## config.mk

```make
export PLATFORM = sky130hd
export DESIGN_NAME = counter
export DESIGN_NICKNAME = d
export VERILOG_FILES = /design/src/rtl/counter_pkg.sv /design/src/rtl/counter_flag.sv /design/src/rtl/counter.sv
export SDC_FILE = /design/constraint.sdc
export NUM_CORES = 1
export LEC_CHECK = 0
export BUFFER_PORTS_ARGS = -buffer_cell sky130_fd_sc_hd__buf_4
export CORE_ASPECT_RATIO = 1.1
export CORE_MARGIN = 4
export CORE_UTILIZATION = 40
export CTS_BUF_LIST = sky130_fd_sc_hd__clkbuf_8
export DETAILED_ROUTE_END_ITERATION = 10
export SYNTH_ARGS = -nofsm -noshare
export SYNTH_HDL_FRONTEND = slang
export SYNTH_SLANG_ARGS = --single-unit
```

## constraint.sdc

```tcl
create_clock -name clk_2K -period 3.1 [get_ports clk_2K]
set_clock_uncertainty 0.15 [all_clocks]
set_input_delay 0 -clock clk_2K [delete_from_list [all_inputs] [get_ports clk_2K]]
set_output_delay 0 -clock clk_2K [all_outputs]
set_load 0.1 [all_outputs]
```

## src/rtl/counter_pkg.sv

```systemverilog
// counter_pkg: default constants and the per-edge action type shared by the counter files.
// The COUNTER_FREERUN_EN macro, when defined, lets an active-low i_Reset request free-run counting.
package counter_pkg;

    localparam int COUNTER_WIDTH_DEF = 12;
    localparam int TWO_SEC_COUNT_DEF = 4000;

    typedef enum logic [1:0] {
        ACT_HOLD  = 2'd0,
        ACT_INC   = 2'd1,
        ACT_CLEAR = 2'd2
    } act_e;

    function automatic act_e pick_act(input logic clear, input logic inc);
        return clear ? ACT_CLEAR : (inc ? ACT_INC : ACT_HOLD);
    endfunction

endpackage

```

## src/rtl/counter_flag.sv

```systemverilog
// counter_flag: sticky two-second flag, set when an increment lands on TWO_SEC_COUNT.
// The flag stays set until a clear.
module counter_flag
    import counter_pkg::*;
#(
    parameter int WIDTH         = COUNTER_WIDTH_DEF,
    parameter int TWO_SEC_COUNT = TWO_SEC_COUNT_DEF
) (
    input  logic             clk_2K,
    input  act_e             act,
    input  logic [WIDTH-1:0] count_d,
    output logic             o_TwoSec
);

    logic hit;
    logic flag_d;
    logic flag_q;

    always_comb begin
        hit    = (act == ACT_INC) && (count_d == WIDTH'(TWO_SEC_COUNT));
        flag_d = (act == ACT_CLEAR) ? 1'b0 : (flag_q | hit);
    end

    always_ff @(posedge clk_2K) begin
        flag_q <= flag_d;
    end

    assign o_TwoSec = flag_q;

endmodule

```

## src/rtl/counter.sv

```systemverilog
// counter: registered wrap-around counter with clear > increment > hold priority.
// Define COUNTER_FREERUN_EN to let i_Reset=0 also advance the count.
module counter
    import counter_pkg::*;
#(
    parameter int WIDTH         = COUNTER_WIDTH_DEF,
    parameter int TWO_SEC_COUNT = TWO_SEC_COUNT_DEF
) (
    input  logic             clk_2K,
    input  logic             i_RstCounter,
    input  logic             i_ActCounter,
    input  logic             i_Reset,
    output logic [WIDTH-1:0] o_Count,
    output logic             o_TwoSec
);

    logic             inc;
    act_e             act;
    logic [WIDTH-1:0] count_d;
    logic [WIDTH-1:0] count_q;

`ifdef COUNTER_FREERUN_EN
    assign inc = i_ActCounter | ~i_Reset;
`else
    logic unused_reset;
    assign unused_reset = i_Reset;
    assign inc          = i_ActCounter;
`endif

    always_comb begin
        act     = pick_act(i_RstCounter, inc);
        count_d = (act == ACT_CLEAR) ? '0 :
                  (act == ACT_INC)   ? count_q + WIDTH'(1) : count_q;
    end

    always_ff @(posedge clk_2K) begin
        count_q <= count_d;
    end

    counter_flag #(
        .WIDTH        (WIDTH),
        .TWO_SEC_COUNT(TWO_SEC_COUNT)
    ) u_flag (
        .clk_2K  (clk_2K),
        .act     (act),
        .count_d (count_d),
        .o_TwoSec(o_TwoSec)
    );

    assign o_Count = count_q;

endmodule

```

Yosys cells after proc, flatten, opt, wreduce, memory -nomap -nowiden
Cells that the tools add are included.
{ "totals": {"reg_bits": 13, "input_bits": 4} }
{ "classes": {"n_mux": 4, "n_addsub": 1, "n_eq_ne": 3, "n_reduce_logical": 1, "n_bitwise": 1} }
{ "op_table": {"columns": ["cell", "count"], "rows": [
  ["$mux W12", 2],
  ["$add A12 B1 Y12 const B", 1],
  ["$eq A12 B12 Y1 const B", 1],
  ["$eq A2 B1 Y1 const B", 1],
  ["$eq A2 B2 Y1 const B", 1],
  ["$mux W2", 1],
  ["$logic_and A1 B1 Y1", 1],
  ["$mux W1", 1],
  ["$or A1 B1 Y1", 1]
]} }

Logic depth before layout (Yosys ltp)
{ "logic_depth": {"depth_word": 8, "depth_mapped": 6} }

Hierarchy
A second synthesis with hierarchy kept.
{ "unflattened": {"hier_cells": 67, "area_unflattened_um2": 599.3} }
{ "modules_own_cells": {"columns": ["mod", "n_inst", "cells_per_inst", "area_each_um2"], "rows": [
  ["counter", 1, 59, 528.0],
  ["counter_flag", 1, 8, 71.3]
]} }

Worst setup path before layout
No wires, ideal clock.
{ "synth_path": {"path_type": "register to register", "startpoint": "register count_q[0], in the netlist o_Count[0]", "endpoint": "register u_flag.flag_q, in the netlist u_flag.o_TwoSec", "arrival_time_ns": 2.522, "stages_incl_launch_ff": 7, "setup_slack_ns": 0.332, "synth_period_minus_slack_ns": 2.768, "setup_time_ns": 0.096, "t_required_ns": 2.854, "cell_sequence": "dfxtp_1 -> ha_1 -> nand3_4 -> or4_4 -> a21oi_4 -> o21ai_2 -> o41ai_2"} }
{ "synth_between": {"elab_chain_len": 6} }
{ "synth_rtl": {"columns": ["element", "line", "rtl"], "rows": [
  ["start: declaration", "counter.sv:20", "logic [WIDTH-1:0] count_q;"],
  ["start signal: assignment", "counter.sv:37", "count_q <= count_d;"],
  ["$add A12 B1 Y12", "counter.sv:33", "(act == ACT_INC) ? count_q + WIDTH'(1) : count_q;"],
  ["$mux W12", "counter.sv:33", null],
  ["$mux W12", "counter.sv:32", "count_d = (act == ACT_CLEAR) ? '0 :"],
  ["via count_d[8]", "counter.sv:19", "logic [WIDTH-1:0] count_d;"],
  ["$eq A12 B12 Y1", "counter_flag.sv:20", "hit = (act == ACT_INC) && (count_d == WIDTH'(TWO_SEC_COUNT));"],
  ["$logic_and A1 B1 Y1", "counter_flag.sv:20", null],
  ["$or A1 B1 Y1", "counter_flag.sv:21", "flag_d = (act == ACT_CLEAR) ? 1'b0 : (flag_q | hit);"],
  ["end signal: assignment", "counter_flag.sv:25", "flag_q <= flag_d;"],
  ["end: declaration", "counter_flag.sv:17", "logic flag_q;"]
]} }
The timed path passes the listed nets, and every way through them passes these cells.
A chain may end at the register's enable or synchronous reset.

Worst setup path after layout
Same ends and word-level chain as after synthesis.

==> results.md <==
* Top cells by count, synth: dfxtp_1 (13), nor2_1 (12), xnor2_1 (7)
* Cell taking the most area after synthesis: dfxtp_1
* PnR Total Power at roughly 360 µW
* Switching power total at a little over 90 µW
* DRC viols at 0
* Critical Path Source Type: flop
* Core Util, Final at 0.546
* Synthesized instance count at between 70 and 80
* Chip height at ~52 µm
* Cell Area, Synth at between 700 and 800 µm²
* Slowest stage delay, CP at around 0.52 ns
* HPWL Detailed at between 900 and 1000 µm
* Later-pin clock latency in the skew report at 0.24 ns
* Initial core utilization at 0.439
* Clock share of power at 0.403
* Sequential-to-total area share from yosys stat at 0.363
* RSZ-0062 raised after global routing: false
* GR Overflow Total at 0
* Worst slew margin at 0.751
* Routed len/inst at approximately 12 µm
* Die width at ~48 µm
* Sw frac at 0.255
* Clk pin slew, worst setup/hold paths at approximately 0.060 ns
* Share of cells above drive strength 1 at 0.304
* Row count at 15
* Num CTS Buffers at 3
* First-pass iteration count of the detailed router at 4
* Die area at 2530 µm²
* CP cell instances: ha_1 -> nand3_4 -> or4_4 -> a21oi_4 -> o21ai_2 -> o41ai_2
* Clk root buf: clkbuf_8
* Setup WS post-layout at 0.943 ns
* # resized after CTS at 0
* Synth Area per Inst at 9.69 µm²
* Status: finished clean
* Setup Fix Bufs, Post-CTS at 0
* Final hold slack at approximately 0.32 ns
* Most common cell in the netlist: dfxtp_1
* Internal power at ~270 µW
* Largest net degree at the start of global routing at 14
* CTS max path bufs at 2
* Worst-margin pin slew at roughly 0.37 ns
* Slew Limit Fails at 0
* Logic gate share of total power at 0.116
* VDD IR-drop max at between 0.2 and 0.3 mV
* Syn nets at 79
* Leak at 0.000362 µW
* Worst path bufs/invs at 0
* PD cells at roughly 410 nW/µm²
* Part of the cycle the worst path needs at 0.696
* Yosys top cell area share at 0.363
* Hold_buf cts at 2
* ANT nets after route at 0
* Flops & latches, synth at 13
* Vias in the first global route at approximately 540
* CP top delay family: simple AND/OR/NAND/NOR gates
* Iteration-0 DRC Markers at 8
* CP max FO at 9
* Number of I/O pins at 17
* HP Class: reg -> reg
* Area growth syn-to-layout at 24.3%
* Minimum clock period at 2.16 ns
* CTS tree: done
* Vias/cell at roughly 5.1
* GRT Util Overall at 0.110
* Final net count at 98
* Crit Path Category: reg -> reg
* CTS sink count at 13
* Core area at between 1500 and 2000 µm²
* Unique cell type count in the Yosys netlist at 36
* Fmax at ~0.46 GHz
* Setup TNS at 0 ns
* Filler cells at 160
* Final GP Congestion at 0.773
* IO buf count at 15
* Setup Viol. Count Final at 0
* Top cells by area, synth: dfxtp_1 (36%), xnor2_1 (8.6%), nor2_1 (6.3%)
* Hold Fails Final Rpt at 0
* Post-synth EDFFs at 0
* Most used flip-flop cell after synthesis: dfxtp_1
* H-tree depth at 1
* Flop pwr share at 0.482
* First-pass GRT wire length at 2240 µm
* Critical path arrival at 2.15 ns
* Setup slack at placement at ~0.93 ns
* Ys Warns at 0
* Initial antenna violation count at 0
* Worst path slowest cell: or4_4
* CP Capture Type: flop
* Diode count at 0
* Final WL at approximately 1300 µm
* Asr flop ratio synth at 0
* Via count at roughly 560
* Max-Cap Viols at 0
* Critical Path RT at approximately 3.1 ns
cell families (layout without fill, tap and decap cells):
family          after synthesis  count (layout)  synth area share
xor+xnor                     10              10             0.122
flops                        13              13             0.363
mux                           2               2            0.0279
simple gates                 33              33             0.300
buf+inv                       6              24            0.0506
fa+ha+maj                     1               1            0.0174
compound gates                9               9             0.119
flip-flops by register name, summed over array words and instances, names as in the netlist:
register and flops:
o_Count 12, u_flag.o_TwoSec 1
per-stage QoR:
| step | area [µm²] | cells |
|---|---|---|
| after floorplan | 717 | 74 |
| after global placement | 826 | 103 |
| after detailed placement | 826 | 103 |
| after CTS | 891 | 109 |
| after global routing | 891 | 109 |
| final | 891 | 109 |
worst min-delay path, stage by stage (launching register included):
cell and delay, ns:
dfxtp_1 0.33, nand2b_1 0.07, o41ai_2 0.05
layout make-up:
type                    count  area (µm²)  share of cell area
clock buffers               3        41.3              0.0463
clock inverters             1        3.75             0.00421
inverters                   3        11.3              0.0126
multi-input cells          55         420               0.472
flip-flops and latches     13         260               0.292
well taps                  17        21.3              0.0239
repair buffers             17         133               0.149
routing by layer:
metal	wire [µm]	part of all wire	vias up	track usage
met3	67	0.052	2	0.0370
met4	14	0.011	0	0.0415
met2	573	0.45	13	0.185
li1	-	-	297	-
met1	623	0.49	243	0.128
met5	0	0	-	0
placed cells by master (no fill, tap or decap), drive strengths merged:
| cell | netlist | layout |
|---|---|---|
| dlygate4sd3 | 0 | 2 |
| o21ai | 2 | 2 |
| xor2 | 3 | 3 |
| or2 | 1 | 1 |
| nand2 | 2 | 2 |
| o31ai | 1 | 1 |
| ha | 1 | 1 |
| a32oi | 1 | 1 |
| mux2i | 2 | 2 |
| and3 | 1 | 1 |
| buf | 1 | 15 |
| nor2 | 12 | 12 |
| nor4 | 1 | 1 |
| nand3 | 2 | 2 |
| inv | 3 | 4 |
| or4 | 1 | 1 |
| nand2b | 2 | 2 |
| a21oi | 2 | 2 |
| nor3b | 1 | 1 |
| o41ai | 1 | 1 |
| nand4b | 1 | 1 |
| nor3 | 2 | 2 |
| or3 | 2 | 2 |
| dfxtp | 13 | 13 |
| clkbuf | 2 | 3 |
| xnor2 | 7 | 7 |
| nand4 | 5 | 5 |
| o21ba | 1 | 1 |
| o21a | 1 | 1 |
power by group through the flow:
stage          Combinational, µW  Clock [µW]  Sequential (µW)
4_1_cts                     42.1         147              174
2_1_floorplan               13.5           0              197
5_1_grt                     44.6         159              175
3_5_place_dp                40.0           0              178
3_3_place_gp                40.3           0              178
6_report                    41.9         146              174
worst paths after layout:
kind / endpoint / slack (ns) / startpoint / depth (start not counted)
worst min register to register: u_flag.o_TwoSec$_SDFF_PN0_ / 0.32 / u_flag.o_TwoSec$_SDFF_PN0_ / 2
worst min-delay path: u_flag.o_TwoSec$_SDFF_PN0_ / 0.32 / u_flag.o_TwoSec$_SDFF_PN0_ / 2
worst max-delay path: u_flag.o_TwoSec$_SDFF_PN0_ / 0.94 / o_Count[0]$_DFF_P_ / 6
worst max register to register: u_flag.o_TwoSec$_SDFF_PN0_ / 0.94 / o_Count[0]$_DFF_P_ / 6
(Power assumes the default switching activity.)
